$ cat src/rtl/bsort_host_adapter.sv
// Host-side adapter for a bubble-sort accelerator: streams words into slave
// memory, starts the core, times the run, and streams the results back out.
module bsort_host_adapter #(
    parameter int N_WORDS        = 8,
    parameter int BASE_ADDR      = 32,
    parameter int TIMEOUT_CYCLES = 200000000
) (
    input  logic         clock,
    input  logic         reset,
    input  logic         go,
    input  logic [31:0]  in_data,
    input  logic         in_valid,
    output logic         in_ready,
    output logic [31:0]  out_data,
    output logic         out_valid,
    input  logic         out_ready,
    output logic         start_port,
    input  logic         done_port,
    output logic [1:0]   S_oe_ram,
    output logic [1:0]   S_we_ram,
    output logic [13:0]  S_addr_ram,
    output logic [127:0] S_Wdata_ram,
    output logic [13:0]  S_data_ram_size,
    input  logic [127:0] Sout_Rdata_ram,
    input  logic [1:0]   Sout_DataRdy,
    output logic [31:0]  cycles,
    output logic         busy,
    output logic         finished,
    output logic         timeout
);

    localparam logic [2:0] S_IDLE      = 3'd0;
    localparam logic [2:0] S_LOAD      = 3'd1;
    localparam logic [2:0] S_START     = 3'd2;
    localparam logic [2:0] S_RUN       = 3'd3;
    localparam logic [2:0] S_READ_REQ  = 3'd4;
    localparam logic [2:0] S_READ_WAIT = 3'd5;
    localparam logic [2:0] S_DRAIN     = 3'd6;
    localparam logic [2:0] S_DONE      = 3'd7;

    localparam logic [4:0]  LAST_IDX = 5'(N_WORDS - 1);
    localparam logic [31:0] TMO_LIM  = 32'(TIMEOUT_CYCLES);

    logic [2:0]  state_q, state_d;
    logic [4:0]  i_q, i_d;
    logic [31:0] cycles_q, cycles_d;
    logic        finished_q, finished_d;
    logic        timeout_q, timeout_d;
    logic [31:0] out_data_q, out_data_d;
    logic [31:0] cycles_inc_s;
    logic [6:0]  addr_s;
    logic        we0_s, oe0_s;
    logic        unused_bits_s;

    // Upper channel-0 read data and channel-1 ready are not consumed.
    assign unused_bits_s = ^{Sout_Rdata_ram[127:32], Sout_DataRdy[1]};

    assign cycles_inc_s = (cycles_q == 32'hFFFF_FFFF) ? cycles_q : cycles_q + 32'd1;
    assign addr_s       = 7'(BASE_ADDR) + {i_q, 2'b00};

    // Next-state and datapath update for the load/run/readback sequence.
    always_comb begin
        state_d    = state_q;
        i_d        = i_q;
        cycles_d   = cycles_q;
        finished_d = finished_q;
        timeout_d  = timeout_q;
        out_data_d = out_data_q;
        case (state_q)
            S_IDLE, S_DONE: begin
                if (go) begin
                    state_d    = S_LOAD;
                    i_d        = 5'd0;
                    cycles_d   = 32'd0;
                    finished_d = 1'b0;
                    timeout_d  = 1'b0;
                end else begin
                    state_d = state_q;
                end
            end
            S_LOAD: begin
                if (in_valid && (i_q == LAST_IDX)) begin
                    state_d = S_START;
                    i_d     = 5'd0;
                end else if (in_valid) begin
                    i_d = i_q + 5'd1;
                end else begin
                    i_d = i_q;
                end
            end
            S_START: begin
                cycles_d = cycles_inc_s;
                state_d  = S_RUN;
            end
            S_RUN: begin
                cycles_d = cycles_inc_s;
                // Completion wins over a timeout landing on the same cycle.
                if (done_port) begin
                    state_d = S_READ_REQ;
                    i_d     = 5'd0;
                end else if (cycles_inc_s >= TMO_LIM) begin
                    state_d    = S_DONE;
                    timeout_d  = 1'b1;
                    finished_d = 1'b1;
                end else begin
                    state_d = S_RUN;
                end
            end
            S_READ_REQ: state_d = S_READ_WAIT;
            S_READ_WAIT: begin
                if (Sout_DataRdy[0]) begin
                    out_data_d = Sout_Rdata_ram[31:0];
                    state_d    = S_DRAIN;
                end else begin
                    state_d = S_READ_WAIT;
                end
            end
            S_DRAIN: begin
                if (out_ready && (i_q == LAST_IDX)) begin
                    state_d    = S_DONE;
                    finished_d = 1'b1;
                end else if (out_ready) begin
                    i_d     = i_q + 5'd1;
                    state_d = S_READ_REQ;
                end else begin
                    state_d = S_DRAIN;
                end
            end
            default: state_d = S_IDLE;
        endcase
    end

    // State and datapath registers.
    always_ff @(posedge clock or posedge reset) begin
        if (reset) begin
            state_q    <= S_IDLE;
            i_q        <= 5'd0;
            cycles_q   <= 32'd0;
            finished_q <= 1'b0;
            timeout_q  <= 1'b0;
            out_data_q <= 32'd0;
        end else begin
            state_q    <= state_d;
            i_q        <= i_d;
            cycles_q   <= cycles_d;
            finished_q <= finished_d;
            timeout_q  <= timeout_d;
            out_data_q <= out_data_d;
        end
    end

    // Enables decode from the state register so a reset drops them at once.
    assign we0_s = (state_q == S_LOAD) && in_valid;
    assign oe0_s = (state_q == S_READ_REQ);

    assign in_ready        = (state_q == S_LOAD);
    assign out_valid       = (state_q == S_DRAIN);
    assign out_data        = out_data_q;
    assign start_port      = (state_q == S_START);
    assign S_we_ram        = {1'b0, we0_s};
    assign S_oe_ram        = {1'b0, oe0_s};
    assign S_addr_ram      = {7'd0, (we0_s || oe0_s) ? addr_s : 7'd0};
    assign S_data_ram_size = {7'd0, (we0_s || oe0_s) ? 7'd32 : 7'd0};
    assign S_Wdata_ram     = {64'd0, 32'd0, we0_s ? in_data : 32'd0};
    assign cycles          = cycles_q;
    assign busy            = (state_q != S_IDLE) && (state_q != S_DONE);
    assign finished        = finished_q;
    assign timeout         = timeout_q;

endmodule
$ cat config.mk
export PLATFORM = sky130hd
export DESIGN_NAME = bsort_host_adapter
export DESIGN_NICKNAME = d
export VERILOG_FILES = /design/src/rtl/bsort_host_adapter.sv
export SDC_FILE = /design/constraint.sdc
export NUM_CORES = 1
export LEC_CHECK = 0
export CAP_MARGIN = 5
export CORE_AREA = 2 2 155 157
export CTS_BUF_LIST = sky130_fd_sc_hd__clkbuf_8 sky130_fd_sc_hd__clkbuf_16
export CTS_CLUSTER_SIZE = 12
export DETAILED_ROUTE_END_ITERATION = 10
export DIE_AREA = 0 0 157 159
export HOLD_SLACK_MARGIN = 0.12
export PLACE_DENSITY = 0.68
export SYNTH_ARGS = -nofsm -noshare
export SYNTH_HDL_FRONTEND = slang
export SYNTH_SLANG_ARGS = --single-unit
$ cat constraint.sdc
create_clock -name clock -period 2.7 [get_ports clock]
set_input_delay 0.405 -clock clock [delete_from_list [all_inputs] [get_ports clock]]
set_output_delay 0.405 -clock clock [all_outputs]
set_load 0.02 [all_outputs]
== Yosys cells after proc, flatten, opt, wreduce, memory -nomap -nowiden ==
Index checks and enable logic that the tools add are counted.

* Add/sub/neg operators: 3
* Order comparisons: 1
* Equal/unequal tests: 19
* Multiplexer cells: 27
* Reduce and logical (&&, ||, !) cells: 19

{| class="wikitable"
|+ Operators with widths
! operator !! count
|-
| 2-to-1 mux 32 bit || 3
|-
| case mux 32 bit (2 select lines) || 1
|-
| adder 32 x 1 -> 32 bit (second input constant) || 1
|-
| == test 32 bit (second input constant) || 1
|-
| greater-or-equal comparator 32 x 28 -> 1 bit (second input constant) || 1
|-
| 2-to-1 mux 5 bit || 6
|-
| case mux 3 bit (7 select lines) || 1
|-
| case mux 5 bit (4 select lines) || 1
|-
| == test 3 bit (second input constant) || 4
|-
| 2-to-1 mux 3 bit || 4
|-
| != test 2 bit (second input constant) || 5
|-
| adder 6 x 7 -> 7 bit (first input constant) || 1
|-
| 2-to-1 mux 7 bit || 1
|-
| == test 3 x 2 -> 1 bit (second input constant) || 2
|-
| 2-to-1 mux 2 bit || 3
|-
| 2-to-1 mux 6 bit || 1
|-
| != test 2 x 1 -> 1 bit (second input constant) || 3
|-
| AND reduction 2 bit || 3
|-
| AND reduction 6 bit || 1
|-
| nonzero test 3 bit || 2
|-
| adder 5 x 1 -> 5 bit (second input constant) || 1
|-
| == test 5 x 3 -> 1 bit (second input constant) || 1
|-
| AND reduction 5 bit || 1
|-
| logical AND 1 bit || 4
|-
| 12 further kinds || 17
|}

* Register bits after elaboration: 74
* Word-level logic and storage cells: 75

== Depth between registers and ports, before layout ==
* Depth after elaboration: 6
* Gate-level depth with buffers: 12
* Gate-level depth less buffers: 10

== Least setup slack after synthesis ==
Ideal clock, no wire load.

* Path kind: register to register
* Start point: reg cycles_q[0], in the netlist cycles[0]
* End point: reg finished_q, in the netlist finished
* Arrival: 2.569 ns
* Data required time: 2.556 ns
* Slack: -0.013 ns
* Stages on the path, launching flop included: 11
* Buffers on the path: 0
* Period minus slack after synthesis: 2.713 ns
* Cell sequence: dfrtp_1 > ha_1 > and3_1 > nand3_2 > nor4_2 > nand3_1 > or4_1 > a22oi_1 > o311ai_1 > nor2_1 > a211oi_1

* Word-level cells in the longest chain between the ends: 5

{| class="wikitable"
|+ RTL lines
! item !! line !! RTL
|-
| from (decl) || 46 || <nowiki>logic [31:0] cycles_q, cycles_d;</nowiki>
|-
| from (signal assigned) || 145 || <nowiki>cycles_q <= cycles_d;</nowiki>
|-
| adder 32 x 1 -> 32 bit or == test 32 bit (tied branches) || 58 || <nowiki>assign cycles_inc_s = (cycles_q == 32'hFFFF_FFFF) ? cycles_q : cycles_q + 32'd1;</nowiki>
|-
| 2-to-1 mux 32 bit (*) || 58 ||
|-
| greater-or-equal comparator 32 x 28 -> 1 bit (*) || 101 || <nowiki>end else if (cycles_inc_s >= TMO_LIM) begin</nowiki>
|-
| != test 2 bit (no source line) (*) || n/a ||
|-
| AND reduction 5 bit (no source line) (*) || n/a ||
|-
| to (signal assigned) || 146 || <nowiki>finished_q <= finished_d;</nowiki>
|-
| to (decl) || 47 || <nowiki>logic finished_q, finished_d;</nowiki>
|}

Every way passes the cells marked *; elsewhere a longest branch is shown, timed or not.
A chain may end at the register's enable or synchronous reset.

== Worst setup path in the final report ==
* Start point: reg cycles_q[5], in the netlist cycles[5]
* End point: reg state_q[2]

* Word-level cells in the longest chain between the ends: 6

{| class="wikitable"
|+ RTL lines
! item !! line !! RTL
|-
| adder 32 x 1 -> 32 bit or == test 32 bit (tied branches) || 58 ||
|-
| 2-to-1 mux 32 bit (*) || 58 ||
|-
| greater-or-equal comparator 32 x 28 -> 1 bit (*) || 101 ||
|-
| 2-to-1 mux 3 bit (*) || 101 ||
|-
| 2-to-1 mux 3 bit (*) || 98 || <nowiki>if (done_port) begin</nowiki>
|-
| case mux 3 bit (7 select lines) (*) || 69 || <nowiki>case (state_q)</nowiki>
|-
| to (signal assigned) || 143 || <nowiki>state_q <= state_d;</nowiki>
|-
| to (decl) || 44 || <nowiki>logic [2:0] state_q, state_d;</nowiki>
|}

Marks and branches as above.

==> results <==
## layout by cell type (no fill, tap or decap), types with 12 or more instances in the layout
| cell | instances |
|---|---|
| o31ai_1 | 12 |
| mux2_2 | 32 |
| and3_1 | 41 |
| buf_4 | 82 |
| nand2_1 | 51 |
| dlymetal6s2s_1 | 13 |
| clkdlybuf4s50_1 | 167 |
| nor2_1 | 33 |
| conb_1 | 120 |
| o21ai_0 | 38 |
| a21oi_1 | 22 |
| dfrtp_1 | 69 |
| nand3_1 | 14 |
| nand4_1 | 12 |
## stage by stage
stage               hold slack (ns)  instances  TNS (ns)  worst slack (ns)
global route                  0.511       1180    -0.527            -0.167
detailed placement            0.492       1161  -0.00232          -0.00232
CTS                           0.476       1178         0            0.0103
floorplan                     0.490        738         0           0.00906
finish                        0.468       1180         0            0.0296
global placement              0.485       1161         0            0.0197
## cells in the mapped netlist, types with 3 or more instances
cell type  instances
xor2_1            10
and4_1             4
nor2b_1            6
inv_1              7
nor3_1             9
and2_1             7
nand2_1           52
buf_2              6
nand3_1           14
nand2b_1           4
nor4_2             3
nand3_2            5
a21oi_1           23
nand4_1           12
a31oi_1           10
and3_1            41
nor2_1            35
o21ai_0           38
dfrtp_1           74
o31ai_1           12
buf_4            127
xnor2_1           10
a211oi_1           3
mux2_2            32
clkbuf_1          22
## cells by family after synthesis
| family | Yosys count |
|---|---|
| and+or+nand+nor | 211 |
| AOI/OAI and AO/OA | 112 |
| other | 1 |
| DFF | 74 |
| buffers and inverters | 165 |
| muxes | 34 |
| adders and majority gates | 2 |
| xor gates and xnor gates | 20 |
## sequential cells by signal, summed over array words and instances, names as in the netlist
| name | cells |
|---|---|
| out_data | 32 |
| finished | 1 |
| i_q | 5 |
| timeout | 1 |
| state_q | 3 |
| cycles | 32 |
## metal layers
metal / part of all wire / wire length (um)
met5: 0 / 0
met2: 0.47 / 7380
met3: 0.078 / 1230
met1: 0.44 / 7000
met4: 0.011 / 180
## worst register-to-register path, delay by kind of cell (launching register included)
kind | cells | cell delay (ns)
and+or+nand+nor | 6 | 1.71
DFF | 1 | 0.38
AOI/OAI and AO/OA | 3 | 0.49
## timing repair
item,4_1_cts,5_1_grt
pin swaps,2,16
buffers inserted,1,2
resized for setup,3,33
setup endpoints to repair,5,39
## how the worst max path moves through the flow
| stage | endpoint | cells past startpoint | start |
|---|---|---|---|
| 6_report | state_q[2]$_DFFE_PP0P_ | 9 | cycles[5]$_DFFE_PP0P_ |
| 2_1_floorplan | finished$_DFFE_PP0P_ | 11 | cycles[25]$_DFFE_PP0P_ |
| 5_1_grt | state_q[2]$_DFFE_PP0P_ | 9 | cycles[4]$_DFFE_PP0P_ |
| 3_5_place_dp | state_q[2]$_DFFE_PP0P_ | 9 | cycles[4]$_DFFE_PP0P_ |
| 3_3_place_gp | state_q[2]$_DFFE_PP0P_ | 10 | cycles[0]$_DFFE_PP0P_ |
| 4_1_cts | timeout$_DFFE_PP0P_ | 9 | cycles[14]$_DFFE_PP0P_ |
## layout make-up
| type | instances | area [um^2] | share of cell area |
|---|---|---|---|
| Tap cell | 319 | 399 | 0.0492 |
| Clock buffer | 10 | 239 | 0.0295 |
| Sequential cell | 74 | 1860 | 0.229 |
| Inverter | 7 | 26.3 | 0.00324 |
| Timing Repair Buffer | 265 | 2500 | 0.308 |
| Clock inverter | 6 | 57.6 | 0.00709 |
| Multi-Input combinational cell | 499 | 3030 | 0.374 |
## power by group through the flow
stage	logic (mW)	registers, mW	clock network, mW
6_report	3.12	1.64	1.20
3_3_place_gp	3.08	1.63	0
3_5_place_dp	3.12	1.65	0
2_1_floorplan	1.57	1.94	0
4_1_cts	3.13	1.63	1.25
5_1_grt	3.37	1.68	1.29
==> metrics.yaml <==
fin_crit_sh: 0.989
max_stage_delay_ns: 0.50
vias: 4987
pin_count: 398
fp-row-count: 56
synth_cell_types: 62
grt.total_usage: 0.122
synth.ff_latch_count: 74
use_met1: 0.158
skew_ns: 0.0112
synth_compound_area_frac: 0.131
power_frac_comb: 0.523
syn_area_per_cell_um2: 8.78
io_buffers: 180
synth_xor_area_frac: 0.0322
cellLeakagePower_nw: 3.75
critPathKind: "register to register"
synth.area.mux_share: 0.0700
dp_hpwl_mm: 12.1
synthSimpleGateAreaFrac: 0.215
path_cells: "nand3_2, nor4_4, nand2_2, or4_4, or4_4, a22oi_2, o311ai_4, nor3_2, o21ai_1"
clk_latency_ns: 0.34
reg2reg_to: "state_q[2]$_DFFE_PP0P_"
initialDrtViolationCount: 304
power_mw: 5.96
gr-usage-met3: 0.0357
path_buf_inv: 0
crit_path_top_delay_cell: "or4_4"
slew_headroom: 0.592
r2r_slack_ns: 0.03
synth_top_family_by_area: "simple AND/OR/NAND/NOR gates"
min_path_type: "primary input to asynchronous set/reset pin"
switchingPower_mw: 2.38
grt_pass1_vias: 4550
status: "complete, no violations"
drv_slew: 0
drc_errors: 0
clkSinkCount: 74
intPower_mw: 3.57
hold_buffers: 0
yosysTopAreaCellShare: 0.341
finalSetupViolations: 0
syn-cell-area_um2: 5430
cp_common_cell: "or4_4"
die-area_um2: 25000
synth_top_area_cell: "dfrtp_1"
initial_core_util: 0.234
synth_enable_flop_cells: 0
wl_per_cell_um: 13.4
antenna_found_initial: 0
cts_made_buffers: 9
synth-adder-area-share: 0.00461
area_growth_pct: 49.3
peakVddDrop_v: 0.000379
ys_seq_area_frac: 0.341
grt.overflow.total: 0
drive_gt1_frac: 0.202
rsz0062_at_grt: "yes"
final_area_um2: 8110
max_freq_ghz: 0.374
worst_pin_slew_ns: 0.611
r2r_start: "cycles[5]$_DFFE_PP0P_"
maxCapViolCount: 0
cts_root_buffer: "clkbuf_16"
fill_cells: 2426
required_ns: 2.92
pwr-share-seq: 0.275
final_hold_viol_count: 0
max-clock-path-buffers: 2
htreeDepth: 3
routed_wl_mm: 15.8
vias_per_cell: 4.23
placed_area_um2: 7640
synth_ff_type: "dfrtp_1"
cp_top_family: "simple AND/OR/NAND/NOR gates"
worstPathMaxFanout: 3
async_reset_ff_frac: 1.00
cts_tree: "built"
nNetsFinal: 1026
synth_area_leaders: "dfrtp_1, buf_4, mux2_2"
arrival_ns: 2.89
grt-busiest-layer: "met2"
grt_util_met2: 0.199
swShare: 0.400
layout_min_cycle_time_ns: 2.67
start_kind: "register"
p_clk_frac: 0.202
fin_util: 0.350
reg2reg_depth: 9
clk_pin_slew_worst_paths_ns: 0.06
endpoint_kind: "register"
pwr_density_cell_nw_per_um2: 734
grt_max_degree: 36
syn_inst: 619
ys_warn_count: 0
first_pass_iters: 5
dieHeight_um: 159
diodes: 0
die_x_um: 157
gp_congestion: 0.837
core_region_area_um2: 23200
grt_pass1_wl_mm: 24.2
drtAntennaViolNets: 0
Note: power is estimated with default switching activity, not from simulation.
